--- src/rtl/pc_seq_pkg.sv ---
// Shared types and widths for the PC sequencer slice.
package pc_seq_pkg;
    localparam int PC_W  = 16;
    localparam int OFF_W = 8;

    typedef enum logic [1:0] {
        ST_IDLE   = 2'd0,
        ST_RUN    = 2'd1,
        ST_HALTED = 2'd2
    } seq_state_e;
endpackage

--- src/rtl/pc_seq_ras.sv ---
// Return-address stack: a LIFO of DEPTH entries with a synchronous clear.
// A push while full or a pop while empty is dropped; the caller flags the error.
module pc_seq_ras #(
    parameter int DEPTH = 4,
    parameter int W     = 16
) (
    input  logic         CLK,
    input  logic         reset_ctrl_n,
    input  logic         clear,
    input  logic         push,
    input  logic         pop,
    input  logic [W-1:0] push_data,
    output logic         full,
    output logic         empty,
    output logic [W-1:0] top
);
    localparam int IW = (DEPTH > 1) ? $clog2(DEPTH) : 1;
    localparam int CW = $clog2(DEPTH + 1);

    logic [W-1:0]  mem [DEPTH];
    logic [CW-1:0] cnt;
    logic [IW-1:0] wr_idx;
    logic [IW-1:0] rd_idx;

    assign wr_idx = IW'(cnt);
    assign rd_idx = IW'(cnt - 1'b1);
    assign full   = (cnt == CW'(DEPTH));
    assign empty  = (cnt == '0);
    assign top    = mem[rd_idx];

    always_ff @(posedge CLK or negedge reset_ctrl_n) begin
        if (!reset_ctrl_n)          cnt <= '0;
        else if (clear)             cnt <= '0;
        else if (push && !full)     cnt <= cnt + 1'b1;
        else if (pop && !empty)     cnt <= cnt - 1'b1;
    end

    // Storage needs no reset: entries above cnt are never read as valid data.
    always_ff @(posedge CLK) begin
        if (!clear && push && !full) mem[wr_idx] <= push_data;
    end
endmodule

--- src/rtl/pc_sequencer.sv ---
// Program-counter sequencer: IDLE/RUN/HALTED FSM with branch, jump, call and ret.
// Define PC_SEQ_RAS_EN to build the return-address stack and the ras_err flag.
module pc_sequencer
    import pc_seq_pkg::*;
#(
    parameter logic [PC_W-1:0] START_ADDR = 16'h0000,
    parameter int              RAS_DEPTH  = 4
) (
    input  logic             CLK,
    input  logic             reset_ctrl_n,
    input  logic             start,
    input  logic             stall,
    input  logic             halt,
    input  logic             branch_taken,
    input  logic [OFF_W-1:0] branch_offset,
    input  logic             jump_en,
    input  logic             call,
    input  logic             ret,
    input  logic [PC_W-1:0]  jump_target,
    output logic [PC_W-1:0]  pc_out,
    output logic             pc_valid,
    output logic             done,
    output logic             ras_err
);
    seq_state_e      state, state_nxt;
    logic [PC_W-1:0] pc_nxt;
    logic [PC_W-1:0] pc_inc;
    logic [PC_W-1:0] pc_br;

    assign pc_inc = pc_out + 16'd1;
    assign pc_br  = pc_out + {{(PC_W-OFF_W){branch_offset[OFF_W-1]}}, branch_offset};

`ifdef PC_SEQ_RAS_EN
    logic            ras_push, ras_pop, ras_clr, err_set;
    logic            ras_full, ras_empty;
    logic [PC_W-1:0] ras_top;

    pc_seq_ras #(.DEPTH(RAS_DEPTH), .W(PC_W)) u_ras (
        .CLK          (CLK),
        .reset_ctrl_n (reset_ctrl_n),
        .clear        (ras_clr),
        .push         (ras_push),
        .pop          (ras_pop),
        .push_data    (pc_inc),
        .full         (ras_full),
        .empty        (ras_empty),
        .top          (ras_top)
    );
`endif

    always_comb begin
        state_nxt = state;
        pc_nxt    = pc_out;
`ifdef PC_SEQ_RAS_EN
        ras_push  = 1'b0;
        ras_pop   = 1'b0;
        ras_clr   = 1'b0;
        err_set   = 1'b0;
`endif
        case (state)
            ST_IDLE, ST_HALTED: begin
                if (start) begin
                    state_nxt = ST_RUN;
                    pc_nxt    = START_ADDR;
`ifdef PC_SEQ_RAS_EN
                    ras_clr   = 1'b1;
`endif
                end
            end
            ST_RUN: begin
                if (stall) begin
                    state_nxt = ST_RUN;
                end else if (halt) begin
                    state_nxt = ST_HALTED;
                end else if (ret) begin
`ifdef PC_SEQ_RAS_EN
                    if (ras_empty) begin
                        pc_nxt  = pc_inc;
                        err_set = 1'b1;
                    end else begin
                        pc_nxt  = ras_top;
                        ras_pop = 1'b1;
                    end
`else
                    pc_nxt = pc_inc;
`endif
                end else if (call) begin
                    pc_nxt = jump_target;
`ifdef PC_SEQ_RAS_EN
                    if (ras_full) err_set  = 1'b1;
                    else          ras_push = 1'b1;
`endif
                end else if (jump_en) begin
                    pc_nxt = jump_target;
                end else if (branch_taken) begin
                    pc_nxt = pc_br;
                end else begin
                    pc_nxt = pc_inc;
                end
            end
            default: begin
                state_nxt = ST_IDLE;
                pc_nxt    = START_ADDR;
            end
        endcase
    end

    // Status outputs are flops loaded from the next state, so they track pc_out exactly.
    always_ff @(posedge CLK or negedge reset_ctrl_n) begin
        if (!reset_ctrl_n) begin
            state    <= ST_IDLE;
            pc_out   <= START_ADDR;
            pc_valid <= 1'b0;
            done     <= 1'b0;
        end else begin
            state    <= state_nxt;
            pc_out   <= pc_nxt;
            pc_valid <= (state_nxt == ST_RUN);
            done     <= (state_nxt == ST_HALTED);
        end
    end

`ifdef PC_SEQ_RAS_EN
    always_ff @(posedge CLK or negedge reset_ctrl_n) begin
        if (!reset_ctrl_n)  ras_err <= 1'b0;
        else if (ras_clr)   ras_err <= 1'b0;
        else if (err_set)   ras_err <= 1'b1;
    end
`else
    assign ras_err = 1'b0;
`endif
endmodule

--- config.mk ---
export PLATFORM = sky130hd
export DESIGN_NAME = pc_sequencer
export DESIGN_NICKNAME = d
export VERILOG_FILES = /design/src/rtl/pc_seq_pkg.sv /design/src/rtl/pc_seq_ras.sv /design/src/rtl/pc_sequencer.sv
export SDC_FILE = /design/constraint.sdc
export NUM_CORES = 1
export LEC_CHECK = 0
export ABC_AREA = 1
export BUFFER_PORTS_ARGS = -buffer_cell sky130_fd_sc_hd__buf_2
export CAP_MARGIN = 30
export CELL_PAD_IN_SITES_DETAIL_PLACEMENT = 0
export CELL_PAD_IN_SITES_GLOBAL_PLACEMENT = 1
export CORE_MARGIN = 3
export CORE_UTILIZATION = 38
export CTS_CLUSTER_DIAMETER = 150
export DETAILED_ROUTE_END_ITERATION = 16
export PLACE_DENSITY = 0.93
export SLEW_MARGIN = 20
export SYNTH_ARGS = -nofsm -noshare
export SYNTH_HDL_FRONTEND = slang
export SYNTH_SLANG_ARGS = --single-unit
--- constraint.sdc ---
create_clock -name CLK -period 2 [get_ports CLK]
set_input_delay 0.4 -clock CLK [delete_from_list [all_inputs] [get_ports CLK]]
set_output_delay 0.4 -clock CLK [all_outputs]
set_load 0.05 [all_outputs]
* After elaboration in Yosys (flattened, before gate mapping)
Cells that the tools add are included.
** Word-level totals
- Register bits after elaboration :: 20
- Input bits :: 33
- Logic and storage cells :: 28
** Cells by class
- $add $sub $neg :: 2
- Equal/unequal tests :: 7
- Muxes and demuxes :: 12
- Reductions and logical operators :: 3
** Operator list (count)
- $mux W16 :: 7
- $pmux W16 S2 :: 1
- $add A16 B1 Y16 const B :: 1
- $add A16 B16 Y16 :: 1
- $mux W2 :: 3
- $ne A2 B2 Y1 const B :: 3
- $eq A2 B1 Y1 const B :: 2
- $eq A2 B2 Y1 const B :: 2
- $pmux W2 S2 :: 1
- $reduce_and A3 Y1 :: 1
- $logic_not A2 Y1 :: 1
- $reduce_or A2 Y1 :: 1

* Logic depth before layout (Yosys ltp)
- Word-level depth :: 8
- Gate-level depth with buffers :: 14
- Depth with buffers taken out :: 14

* Worst setup path before layout
Ideal clock, no wire load.
- Kind :: register to register
- Start :: register pc_out[0]
- End :: register pc_out[12]
- Arrival :: 2.003 ns
- Data required time :: 1.882 ns
- Path slack :: -0.121 ns
- Stages on the path, launching flop included :: 14
- Path buffers :: 0
- Cells stage by stage :: dfrtp_1 -> ha_1 -> inv_1 -> fa_1 -> inv_1 -> nand3_1 -> nand3_1 -> nand3_1 -> nand4_1 -> nand3_1 -> nand2_1 -> nand2_1 -> nand2_1 -> nand2_1
** On the way
- Longest elaborated chain between the ends :: 8
** RTL lines
- from (decl) :: RTL line pc_sequencer.sv:20 : output logic [PC_W-1:0] pc_out,
- from (signal assigned) :: RTL line pc_sequencer.sv:117 : pc_out <= pc_nxt;
- $add A16 B1 Y16 / $add A16 B16 Y16 (equally long branches) :: RTL line pc_sequencer.sv:30, pc_sequencer.sv:31
- $mux W16 :: RTL line pc_sequencer.sv:95 : end else if (branch_taken) begin
- $mux W16 :: RTL line pc_sequencer.sv:93 : end else if (jump_en) begin
- $mux W16 :: RTL line pc_sequencer.sv:87 : end else if (call) begin
- $mux W16 (*) :: RTL line pc_sequencer.sv:75 : end else if (ret) begin
- $mux W16 (*) :: RTL line pc_sequencer.sv:73 : end else if (halt) begin
- $mux W16 (*) :: RTL line pc_sequencer.sv:71 : if (stall) begin
- $pmux W16 S2 (*) :: RTL line pc_sequencer.sv:60 : case (state)
Mark *: on every way between the ends. The rest lies on a longest branch, timed or not. The select of a mux whose other input is x is not followed.
A chain may end at the register's enable or synchronous reset.

* Final worst setup path
- Start :: register pc_out[0]
- End :: register pc_out[4]
The elaborated chain is that of the path after synthesis.

==> metrics.txt <==
Gate Count Post-Synth=449; r2r worst-path depth=12; proportion of synthesized area in mux cells=0; Setup Viol. Count Final=0; Final Routed Wirelength=7690 um; fraction of synthesized cell area in xor and xnor cells=0.0306; Area growth syn-to-layout=22.3%; count of buffers added by post-CTS timing repair for setup=0; Worst Path Required=2.15 ns; top_reg_cell synth=sky130_fd_sc_hd__dfrtp_1; number of flip-flops and latches in the synthesized netlist=20; Power Total=2.39 mW; largest net degree at the start of global routing=28; weighted congestion reported at the end of routability-driven placement=0.916; Clock Root Buffer=sky130_fd_sc_hd__clkbuf_8; count of antenna-violating nets left after detailed routing=0; Sinks on Clock Net=20; Crit. End Element=flip-flop; DP Cell Count=589; diode count=0; setup clock skew after layout=0.00447 ns; outcome=finished clean; clock input transition at the sequential cells of the worst setup and hold paths=0.08 ns; GR Overflow Total=0; YS warnings=0; TritonCTS Buffers=3; most common cell after layout, fill and taps aside=sky130_fd_sc_hd__nand2_1; cts-stage hold buffer count=0; number of nets at the end of the flow=567; count of distinct cell types in the synthesized netlist=36; path type of the worst setup path=flip-flop to flip-flop; max-slew violation count=0; overall routing resource usage=0.204; Fmax achieved=0.541 GHz; number of global-route vias before repair=2814; Chip Width=88.4 um; path type of the worst min-delay path=input pin to async pin; total die area=7810 um2; reg-to-reg setup timing slack=0.15 ns; buffers added on ports=50; Worst EP arrival=2.00 ns; WHS=0.0893 ns; register area share after synthesis=0.194; share of the cycle needed by the critical path after routing=0.923; power per unit of standard cell area=757 nW/um2; post-synthesis share of cell area spent on full adders, half adders and majority gates=0.0854; # rows=29; half-perimeter wire length of the detailed placement result=6300 um; most used cells in the layout excluding fill and tap cells=sky130_fd_sc_hd__nand2_1 (167), sky130_fd_sc_hd__inv_1 (68), sky130_fd_sc_hd__buf_2 (50), sky130_fd_sc_hd__nand3_1 (40), sky130_fd_sc_hd__a21oi_1 (36); slew at the pin closest to its max-slew limit=0.630 ns; final routed DRC violation total=0; die height=88.4 um; Floorplan Core Area=6460 um2; global-route wire length before repair=12600 um; r2r startpoint=pc_out[0]$_DFFE_PN0P_; largest buffer count on any clock path=2; number of antenna violations at the first check in global routing=0; async set-or-reset flop fraction in the synthesized netlist=1.00; starting utilization of the core area=0.399; synthesized-area fraction occupied by ao, oa, aoi and oai cells=0.119; tightest slew margin relative to the limit=0.580; vias per cell=5.02; Max H-tree Level=1; clock network latency to the later pin of the worst-skew pair=0.27 ns; number of detailed-routing iterations run before antenna repair=4; Post-Synthesis Net Count=499; final count of hold timing violations=0; top-level I/O count=52; reported max-cap violation count=0; number of enable-type register cells in the synthesized netlist=0; First DRT Iteration DRCs=179; dominant combinational cell family by area after synthesis=simple AND/OR/NAND/NOR gates; synthesized area per cell=5.74 um2; fraction of final layout cells with drive strength greater than 1=0.202; reg2reg end=pc_out[4]$_DFFE_PN0P_; CTS tree=yes; post-route insts no fill=593; clock period minus worst slack=1.85 ns; leakage power of the design=1.81 nW; critical path fanouts, max=5; core occupancy in the finished layout=0.488; total negative setup slack=0 ns; worst-case vdd ir drop=0.340 mV; average routed wire per standard cell=13.0 um; vias post-DR=2974; cell area after synthesis=2580 um2; fraction of the mapped netlist area in simple logic gates=0.433; critical path launch point type=flip-flop
==> where the power goes <==
group	internal (mW)	leakage, nW	switching, mW	total [mW]
Sequential	0.481	0.261	0.0750	0.556
Combinational	0.475	1.51	0.936	1.41
Clock	0.268	0.0357	0.153	0.421
==> registers in the layout, indices dropped and copies added (netlist names) <==
register,count
state,2
pc_out,16
done,1
pc_valid,1
==> cells in the mapped netlist (all sizes together), types with 2 or more instances <==
library cell / instances / share of area
dfrtp: 20 / 0.19
nand2: 172 / 0.25
o22ai: 4 / 0.0097
nor3: 7 / 0.016
a21oi: 37 / 0.072
buf: 3 / 0.0068
o21ai: 11 / 0.021
dlymetal6s2s: 2 / 0.0097
nor2: 28 / 0.046
clkbuf: 6 / 0.017
ha: 16 / 0.078
o21bai: 2 / 0.0073
nand3b: 3 / 0.0087
nand4: 6 / 0.015
nand3: 45 / 0.089
inv: 70 / 0.10
xor2: 9 / 0.031
==> worst max path at each step <==
| stage | from | endpoint | slack [ns] |
|---|---|---|---|
| floorplan | pc_out[6]$_DFFE_PN0P_ | pc_out[15]$_DFFE_PN0P_ | 0.01 |
| global placement | branch_offset[0] | pc_out[12]$_DFFE_PN0P_ | -0.009 |
| detailed placement | branch_offset[0] | pc_out[12]$_DFFE_PN0P_ | -0.05 |
| CTS | pc_out[0]$_DFFE_PN0P_ | pc_out[12]$_DFFE_PN0P_ | 0.01 |
| global route | pc_out[3]$_DFFE_PN0P_ | pc_out[11]$_DFFE_PN0P_ | -0.008 |
| finish | pc_out[0]$_DFFE_PN0P_ | pc_out[4]$_DFFE_PN0P_ | 0.15 |
==> routing by layer <==
| metal | up-vias | track usage | share of wire |
|---|---|---|---|
| li1 | 1558 | - | - |
| met5 | - | 0 | 0 |
| met2 | 80 | 0.349 | 0.47 |
| met1 | 1325 | 0.278 | 0.48 |
| met4 | 0 | 0.0549 | 0.016 |
| met3 | 11 | 0.0102 | 0.038 |
==> repair_timing <==
item,4_1_cts,5_1_grt
setup endpoints to repair,0,13
gates resized for setup,0,14
hold endpoints to repair,0,0
==> critical path, cell delays in order (launching register included) <==
cell                      delay (ns)
sky130_fd_sc_hd__dfrtp_2        0.43
sky130_fd_sc_hd__ha_4           0.14
sky130_fd_sc_hd__inv_1          0.05
sky130_fd_sc_hd__fa_2           0.35
sky130_fd_sc_hd__inv_2          0.07
sky130_fd_sc_hd__nand3_1        0.08
sky130_fd_sc_hd__nand3_2        0.11
sky130_fd_sc_hd__and2_1         0.15
sky130_fd_sc_hd__o21ai_0        0.09
sky130_fd_sc_hd__nand2_1        0.07
sky130_fd_sc_hd__nand2_1        0.05
sky130_fd_sc_hd__nand3_1        0.06
sky130_fd_sc_hd__o21ai_0        0.09
==> metrics by stage <==
stage | worst slack, ns | cell area, um2
detailed placement | -0.0540 | 3020
global route | -0.00757 | 3150
global placement | -0.00890 | 3020
floorplan | 0.0149 | 2580
finish | 0.153 | 3150
CTS | 0.0150 | 3090
==> cells by family after synthesis <==
| logic type | count (synthesis) |
|---|---|
| compound gates | 57 |
| xor+xnor | 9 |
| fa+ha+maj | 17 |
| buf+inv | 82 |
| flops | 20 |
| other cells | 1 |
| simple gates | 263 |
==> cell type report <==
type                            count  area [um2]
Multi-Input combinational cell    347        1780
Tap cell                           77        96.3
Clock buffer                        3        41.3
Sequential cell                    20         504
Clock inverter                      1        30.0
Inverter                           71         267
Fill cell                         691        3310
Timing Repair Buffer               74         430
Power figures use the tool's default switching activity.
